--- config.mk ---
export PLATFORM = sky130hd
export DESIGN_NAME = tt_um_jleugeri_ttt_event_scheduler
export DESIGN_NICKNAME = d
export VERILOG_FILES = /design/src/rtl/tt_um_jleugeri_ttt_event_scheduler.sv
export SDC_FILE = /design/constraint.sdc
export NUM_CORES = 1
export LEC_CHECK = 0
export CORE_UTILIZATION = 50
export DETAILED_ROUTE_END_ITERATION = 12
export GPL_ROUTABILITY_DRIVEN = 0
export HOLD_SLACK_MARGIN = 0.15
export PLACE_DENSITY = 0.79
export SLEW_MARGIN = 15
export SYNTH_ARGS = -nofsm -noshare
export SYNTH_HDL_FRONTEND = slang
export SYNTH_SLANG_ARGS = --single-unit
--- constraint.sdc ---
create_clock -name clk -period 2.4 [get_ports clk]
set_input_delay 0.48 -clock clk [delete_from_list [all_inputs] [get_ports clk]]
set_output_delay 0.48 -clock clk [all_outputs]
set_load 0.02 [all_outputs]
--- src/rtl/tt_um_jleugeri_ttt_event_scheduler.sv ---
// Event scheduler for the token network.
// Each go_in pulse snapshots the start/stop flags and scans processors in ascending order.
// For each processor with a net event, it looks up that processor's connection range.
// It then streams one signed delta per connection over a valid/ready handshake.
module tt_um_jleugeri_ttt_event_scheduler #(
  parameter int unsigned NUM_PROCESSORS = 10,
  parameter int unsigned IDX_BITS       = $clog2(NUM_PROCESSORS),
  parameter int unsigned CONN_BITS      = 8
) (
  input  logic                        clk,
  input  logic                        rst_n,
  input  logic                        go_in,
  output logic                        busy_out,
  output logic                        done_out,
  input  logic [2*NUM_PROCESSORS-1:0] tstartstop_in,
  output logic                        range_req_out,
  output logic [IDX_BITS-1:0]         src_idx_out,
  input  logic [CONN_BITS-1:0]        range_first_in,
  input  logic [CONN_BITS-1:0]        range_last_in,
  output logic                        tgt_valid_out,
  input  logic                        tgt_ready_in,
  output logic [CONN_BITS-1:0]        conn_addr_out,
  output logic                        tgt_sign_out
);

  typedef enum logic [2:0] {
    StIdle,
    StScan,
    StFetch,
    StWait,
    StDeliver,
    StDone
  } state_e;

  localparam logic [IDX_BITS-1:0] LastIdx = IDX_BITS'(NUM_PROCESSORS - 1);

  state_e                        state_q, state_d;
  logic [2*NUM_PROCESSORS-1:0]   pend_q, pend_d;
  logic [IDX_BITS-1:0]           idx_q, idx_d;
  logic                          sign_q, sign_d;
  logic [CONN_BITS-1:0]          conn_q, conn_d;
  logic [CONN_BITS-1:0]          last_q, last_d;
  logic                          busy_q, done_q, req_q, valid_q;

  logic [NUM_PROCESSORS-1:0]     start_vec, stop_vec;
  logic                          cur_start, cur_event, at_last_idx;
  state_e                        adv_state;
  logic [IDX_BITS-1:0]           adv_idx;

  // Split the pending snapshot into per-processor start and stop vectors.
  always_comb begin
    start_vec = '0;
    stop_vec  = '0;
    for (int i = 0; i < int'(NUM_PROCESSORS); i++) begin
      start_vec[i] = pend_q[2*i];
      stop_vec[i]  = pend_q[2*i+1];
    end
  end

  assign cur_start   = start_vec[idx_q];
  // A start together with a stop cancels out, so only XOR counts as a net event.
  assign cur_event   = start_vec[idx_q] ^ stop_vec[idx_q];
  assign at_last_idx = (idx_q == LastIdx);

  // Advance to the next source, or finish the sweep after the last processor.
  always_comb begin
    adv_idx   = idx_q;
    adv_state = StDone;
    if (!at_last_idx) begin
      adv_idx   = idx_q + IDX_BITS'(1);
      adv_state = StScan;
    end
  end

  // Next-state and datapath update for the sweep sequencer.
  always_comb begin
    state_d = state_q;
    pend_d  = pend_q;
    idx_d   = idx_q;
    sign_d  = sign_q;
    conn_d  = conn_q;
    last_d  = last_q;
    unique case (state_q)
      StIdle: begin
        if (go_in) begin
          pend_d  = tstartstop_in;
          idx_d   = '0;
          state_d = StScan;
        end
      end
      StScan: begin
        if (cur_event) begin
          state_d = StFetch;
        end else begin
          state_d = adv_state;
          idx_d   = adv_idx;
        end
      end
      StFetch: begin
        sign_d  = cur_start;
        state_d = StWait;
      end
      StWait: begin
        if (range_first_in > range_last_in) begin
          state_d = adv_state;
          idx_d   = adv_idx;
        end else begin
          conn_d  = range_first_in;
          last_d  = range_last_in;
          state_d = StDeliver;
        end
      end
      StDeliver: begin
        if (tgt_ready_in) begin
          // Compare before incrementing so a range ending at the top address never wraps.
          if (conn_q == last_q) begin
            state_d = adv_state;
            idx_d   = adv_idx;
          end else begin
            conn_d = conn_q + CONN_BITS'(1);
          end
        end
      end
      StDone: begin
        idx_d   = '0;
        state_d = StIdle;
      end
      default: begin
        idx_d   = '0;
        state_d = StIdle;
      end
    endcase
  end

  // State registers, with the strobes registered from the next state.
  always_ff @(posedge clk or negedge rst_n) begin
    if (!rst_n) begin
      state_q <= StIdle;
      pend_q  <= '0;
      idx_q   <= '0;
      sign_q  <= 1'b0;
      conn_q  <= '0;
      last_q  <= '0;
      busy_q  <= 1'b0;
      done_q  <= 1'b0;
      req_q   <= 1'b0;
      valid_q <= 1'b0;
    end else begin
      state_q <= state_d;
      pend_q  <= pend_d;
      idx_q   <= idx_d;
      sign_q  <= sign_d;
      conn_q  <= conn_d;
      last_q  <= last_d;
      busy_q  <= (state_d != StIdle);
      done_q  <= (state_d == StDone);
      req_q   <= (state_d == StFetch);
      valid_q <= (state_d == StDeliver);
    end
  end

  assign busy_out      = busy_q;
  assign done_out      = done_q;
  assign range_req_out = req_q;
  assign tgt_valid_out = valid_q;
  // The index is cleared on the way back to idle, so it reads 0 there.
  assign src_idx_out   = idx_q;
  assign conn_addr_out = conn_q;
  assign tgt_sign_out  = sign_q;

endmodule

==> reports/results.txt, run 1 <==
num rows - 26
CP Capture Type - flop
mapped cell area - 2645 um2
io pins - 57
critical path fanouts, max - 5
Period minus WS final - 2.463 ns
Avg Vias per Cell - 5.622
Routed Antenna Nets - 0
Num Clock Sinks - 48
port bufs - 56
Post-Syn Nets - 303
Yosys warning count - 0
routed vias - 2277
Worst Clk Skew - 0.01051 ns
Slew Limit Fails - 0
Hold Vio Cnt, Final - 0
leakage power - 1.621 nW
gr ovfl total - 0
most frequent cells in the layout - dfrtp_1 (48), clkdlybuf4s50_1 (39), buf_4 (28)
min-delay worst type - in -> reg
fin cells - 405
CTS Buf Count - 5
n_diodes - 0
post-synthesis sequential area ratio - 45.41%
initial antenna violation count - 0
worst slew pin tran - 0.5510 ns
Die H - 74.73 um
Final Core Density - 72.20%
Slew headroom - 62.98%
final setup vio count - 2
Comb power frac - 53.8%
Non-Filler Cell Area, Final - 3687 um2
GRT Util Overall - 24.19%
final worst slack - -0.06313 ns
post-synth cell types - 45
Worst Path Required - 2.59 ns
placed insts - 389
Initial Utilization - 51.79%
asr flop ratio synth - 100.0%
first-pass GRT wire length - 10.14 mm
hpwl dp - 4.507 mm
Yosys reg bits - 48
outcome - finished with violations
cell count after synthesis - 252
PD cells - 1179 nW/um2
1st-pass router iterations - 4
H-tree depth - 2
largest net degree at the start of global routing - 21
Routed WL - 6.722 mm
DRC - 0
main flop type after synthesis - dfrtp_1
die area - 5585 um2
Setup crit start kind - input port
worst skew pair latency - 0.30 ns
Root Buffer Master - clkbuf_8
Cell Area, Placed - 3407 um2
P&R area growth vs syn - 39.40%
Sw Share - 39.98%
Max VDD drop - 0.6721 mV
crit path DAT - 2.65 ns
sequential fraction of design power - 34.9%
floorplan die width - 74.73 um
Core ar. - 5107 um2
Nets - 386
most common cell after layout, fill and taps aside - dfrtp_1
final total power - 4.348 mW
Fmax - 406.0 MHz
failing checks - negative setup slack
initial DRC count - 260
CTS tree - yes
Psw - 1.739 mW
Synth Area per Inst - 10.50 um2
layout cell share with drive strength beyond 1 - 28.06%
vias in the first global route - 2115
Final period util - 102.6%
DR WL/cell - 16.60 um
Int Pwr - 2.609 mW
WS Path Type - in -> reg
clock transition at the registers of the reported paths - 0.09 ns
max_cap viols - 0
Post-synth EDFFs - 0
Max clock buf depth - 2
Clk pwr share - 11.4%
==> per-layer routing <==
layer  wire length [um]  track usage [%]  vias up
li1                   -                -     1073
met1               2869            33.77     1105
met2               3321            38.04       85
met3                389            3.882       14
met4                142            9.224        0
met5                  0                0        -
==> final timing paths <==
check / cells after the start / slack (ns) / start / end
max: 14 / -0.06 / range_last_in[5] / src_idx_out[3]$_DFFE_PN0P_
max reg2reg: 8 / 0.17 / src_idx_out[0]$_DFFE_PN0P_ / src_idx_out[2]$_DFFE_PN0P_
max in group asynchronous: 3 / 1.19 / rst_n / pend_q[6]$_DFFE_PN0P_
min: 2 / 0.43 / range_last_in[7] / last_q[7]$_DFFE_PN0P_
min reg2reg: 1 / 0.51 / pend_q[18]$_DFFE_PN0P_ / pend_q[18]$_DFFE_PN0P_
min in group asynchronous: 2 / 0.62 / rst_n / pend_q[15]$_DFFE_PN0P_
==> synthesized netlist by cell type, types with 8 or more instances <==
cell      number  area [um2]
nand2_1       11       41.29
nand3_1        9       45.04
mux2_1         8       90.09
ha_1          11       137.6
o21ai_1       10       50.05
clkbuf_1       9       33.78
nor2_1        20       75.07
dfrtp_1       48        1201
a21oi_1       15       75.07
xnor2_1        8       70.07
inv_1         15       56.30
mux2_2        23       259.0
==> metrics by stage <==
step / TNS (ns) / setup slack, ns / hold slack (ns)
2_1_floorplan: 0 / 0.04854 / 0.1844
3_3_place_gp: -6.825 / -0.4258 / 0.4120
3_5_place_dp: -8.939 / -0.5503 / 0.4105
4_1_cts: 0 / 0.003289 / 0.5145
5_1_grt: -0.4554 / -0.1187 / 0.4373
6_report: -0.09249 / -0.06313 / 0.4306
==> cells by family after synthesis <==
group	share of synthesized area (%)
XOR/XNOR	3.264
flip-flops	45.41
AND/OR/NAND/NOR	13.43
adder cells (fa/ha/maj)	5.203
multiplexers	17.17
AO/OA/AOI/OAI	11.54
buffers and inverters	3.973
==> state kept, by name, summed over array words and instances (netlist names) <==
name,cells
pend_q,20
conn_addr_out,8
done_out,1
tgt_sign_out,1
state_q,3
tgt_valid_out,1
busy_out,1
src_idx_out,4
last_q,8
range_req_out,1
==> area by class of cell <==
cell class | instances | area (um2)
Clock buffer | 6 | 82.58
Sequential cell | 48 | 1201
Timing Repair Buffer | 86 | 767.0
Clock inverter | 1 | 8.758
Fill cell | 364 | 1420
Multi-Input combinational cell | 178 | 1480
Tap cell | 70 | 87.58
Inverter | 16 | 60.06
==> power by group through the flow <==
stage	Combinational [mW]	Clock [mW]	Sequential, mW
floorplan	1.37	0	1.56
global placement	2.13	0	1.51
detailed placement	2.17	0	1.53
CTS	2.25	0.505	1.51
global route	2.52	0.528	1.57
finish	2.34	0.494	1.52
==> worst max-delay path, stage by stage <==
cell	delay [ns]
clkdlybuf4s15_1	0.22
inv_2	0.06
ha_4	0.26
nand4_1	0.12
buf_4	0.18
nor2_4	0.11
buf_4	0.13
a211oi_4	0.04
nor4_2	0.27
buf_4	0.21
nor4_4	0.05
buf_4	0.19
and2_4	0.16
a22o_1	0.19
==> what timing repair did <==
action / in CTS / in global routing
setup buffers: 6 / 4
hold buffers: 1 / 0
setup endpoints to repair: 20 / 20
hold endpoints to repair: 13 / 0
resized for setup: 25 / 25
pin swaps: 9 / 8
cloned: 1 / 0
No activity file was read; power rests on OpenSTA's default activity.
==> run 2: changes to the inputs <==
Settings changed: CORE_UTILIZATION 50 to 25, PLACE_DENSITY 0.79 to 0.5.
==> run 2 against run 1 <==
- the run now ends clean
- critical path depth decreased by 3
- core utilization decreased by 36 points
- sequential share of layout area decreased by 0.52 points
- via count decreased by 4.7%
- non-clock buffer count decreased by 6
- clock power increased by 46%
- global-route usage decreased by 12 points
- critical endpoint is now conn_addr_out[0]$_DFFE_PN0P_
- largest cell class unchanged
- largest power group unchanged
==> reports/results.txt, run 2 (synthesized netlist as in run 1, its figures left out) <==
final worst slack - 0.08877 ns (was -0.06313 ns)
Slew headroom - 63.91% (was 62.98%)
Worst Clk Skew - 0.008256 ns (was 0.01051 ns)
max reg flops - 20 (unchanged)
Core ar. - 10280 um2 (was 5107 um2)
worst skew pair latency - 0.31 ns (was 0.30 ns)
Worst Path Required - 2.65 ns (was 2.59 ns)
Final period util - 96.30% (was 102.6%)
port bufs - 56 (unchanged)
most common cell after layout, fill and taps aside - dfrtp_1 (unchanged)
max_cap viols - 0 (unchanged)
crit path DAT - 2.56 ns (was 2.65 ns)
CP Capture Type - flop (unchanged)
Initial Utilization - 25.74% (was 51.79%)
first-pass GRT wire length - 10.80 mm (was 10.14 mm)
initial antenna violation count - 0 (unchanged)
leakage power - 1.610 nW (was 1.621 nW)
layout cell share with drive strength beyond 1 - 23.94% (was 28.06%)
P&R area growth vs syn - 41.67% (was 39.40%)
Top reg by flops - pend_q (unchanged)
FF-to-FF path depth - 8 (unchanged)
DR WL/cell - 14.28 um (was 16.60 um)
vias in the first global route - 2164 (was 2115)
Nets - 380 (was 386)
Max VDD drop - 0.4717 mV (was 0.6721 mV)
RSZ-0062 raised after global routing - false
num rows - 37 (was 26)
floorplan die width - 104.9 um (was 74.73 um)
hpwl dp - 4.997 mm (was 4.507 mm)
CTS tree - yes (unchanged)
io pins - 57 (unchanged)
Root Buffer Master - clkbuf_8 (unchanged)
r2r startpoint - src_idx_out[0]$_DFFE_PN0P_ (unchanged)
critical path fanouts, max - 6 (was 5)
Hold-fix buffers, CTS - 0 (was 1)
Num Clock Sinks - 48 (unchanged)
worst slew pin tran - 0.5414 ns (was 0.5510 ns)
die area - 11000 um2 (was 5585 um2)
Period minus WS final - 2.311 ns (was 2.463 ns)
reg2reg end - src_idx_out[2]$_DFFE_PN0P_ (unchanged)
R2R Setup Slk - 0.18 ns (was 0.17 ns)
PD cells - 1189 nW/um2 (was 1179 nW/um2)
Routed WL - 6.655 mm (was 6.722 mm)
H-tree depth - 2 (unchanged)
GRT Util Overall - 12.35% (was 24.19%)
Die H - 104.9 um (was 74.73 um)
CTS Buf Count - 5 (unchanged)
1st-pass router iterations - 4 (unchanged)
n_diodes - 0 (unchanged)
setup TNS - 0 ns (was -0.09249 ns)
Routed Antenna Nets - 0 (unchanged)
Avg Vias per Cell - 4.659 (was 5.622)
gr ovfl total - 0 (unchanged)
Max clock buf depth - 2 (unchanged)
worst hold slack - 0.1463 ns (was 0.4306 ns)
WS Path Type - in -> reg (unchanged)
largest net degree at the start of global routing - 28 (was 21)
final setup vio count - 0 (was 2)
Slew Limit Fails - 0 (unchanged)
outcome - finished, final reports clean (was finished with violations)
Setup crit start kind - input port (unchanged)
clock transition at the registers of the reported paths - 0.10 ns (was 0.09 ns)
Fmax - 432.7 MHz (was 406.0 MHz)
Hold Vio Cnt, Final - 0 (unchanged)
min-delay worst type - in -> async (was in -> reg)
post-place setup slack - -0.6006 ns (was -0.5503 ns)
Filler Cells Inserted - 1040 (was 364)
DRC - 0 (unchanged)
most frequent cells in the layout - dfrtp_1 (48), clkdlybuf4s50_1 (39), mux2_2 (23) (was dfrtp_1 (48), clkdlybuf4s50_1 (39), buf_4 (28))
initial DRC count - 99 (was 260)
routed vias - 2171 (was 2277)
run 2: cell count changes in the layout (fill, tap and decap cells not counted), moves of 2 or more:
cell / delta
dlygate4sd2_1: +7
clkdlybuf4s15_1: -2
buf_4: -6
bufinv_16: +2
nand3_1: +2
inv_2: -3
inv_1: +3
clkbuf_2: -4
nand3_2: -2
run 2: stage by stage:
stage,instances,power (mW),area [um2],util [%]
after floorplan,252,2.930,2645,-
after global placement,454,3.708,3495,34.00
after detailed placement,454,3.730,3495,34.00
after CTS,465,4.494,3701,36.01
after global routing,466,4.788,3747,36.46
final,466,4.454,3747,36.46
run 2: how the worst max path moves through the flow:
stage                                              end                        from  slack, ns  cells past startpoint
after floorplan             src_idx_out[3]$_DFFE_PN0P_  src_idx_out[0]$_DFFE_PN0P_       0.05                      8
after global placement    conn_addr_out[0]$_DFFE_PN0P_            range_last_in[7]      -0.50                     12
after detailed placement  conn_addr_out[0]$_DFFE_PN0P_            range_last_in[7]      -0.60                     12
after CTS                 conn_addr_out[0]$_DFFE_PN0P_           range_first_in[4]      0.003                     11
after global routing        src_idx_out[2]$_DFFE_PN0P_  src_idx_out[0]$_DFFE_PN0P_      0.005                      8
final                     conn_addr_out[0]$_DFFE_PN0P_           range_first_in[7]       0.09                     11
run 2: critical path: stages:
cell	delay (ns)
dlygate4sd2_1	0.29
ha_4	0.30
nand4_1	0.16
nor2_2	0.22
a21oi_2	0.07
nor4_2	0.27
buf_4	0.17
nor2b_1	0.06
buf_4	0.16
or3_1	0.30
nand3_1	0.08
run 2: cell type report:
class / instances / area, um2 / share of cell area [%]
multi-input combinational: 178 / 1438 / 38.36
sequential: 48 / 1201 / 32.05
timing repair buffer: 80 / 740.7 / 19.77
tap: 136 / 170.2 / 4.541
clock buffer: 5 / 68.82 / 1.836
clock inverter: 3 / 68.82 / 1.836
inverter: 16 / 60.06 / 1.603
run 2: routing by layer:
metal	track usage (%)	routed length (um)	up-vias	share of wire (%)
li1	-	-	1054	-
met1	16.04	3069	1059	46
met2	20.72	3238	51	49
met3	2.433	264	7	4.0
met4	3.622	82	0	1.2
met5	0	0	-	0
run 2: timing repair:
item | CTS | global route
setup endpoints to repair | 20 | 19
cloned | 1 | 0
pin swaps | 6 | 5
buffers inserted | 2 | 1
resized for setup | 23 | 7
run 2: where the power goes:
part           switching (mW)  total, mW  internal, mW
Clock                   0.301      0.720         0.420
Sequential              0.318       1.51          1.19
Combinational            1.06       2.23          1.16
Total                    1.68       4.45          2.77
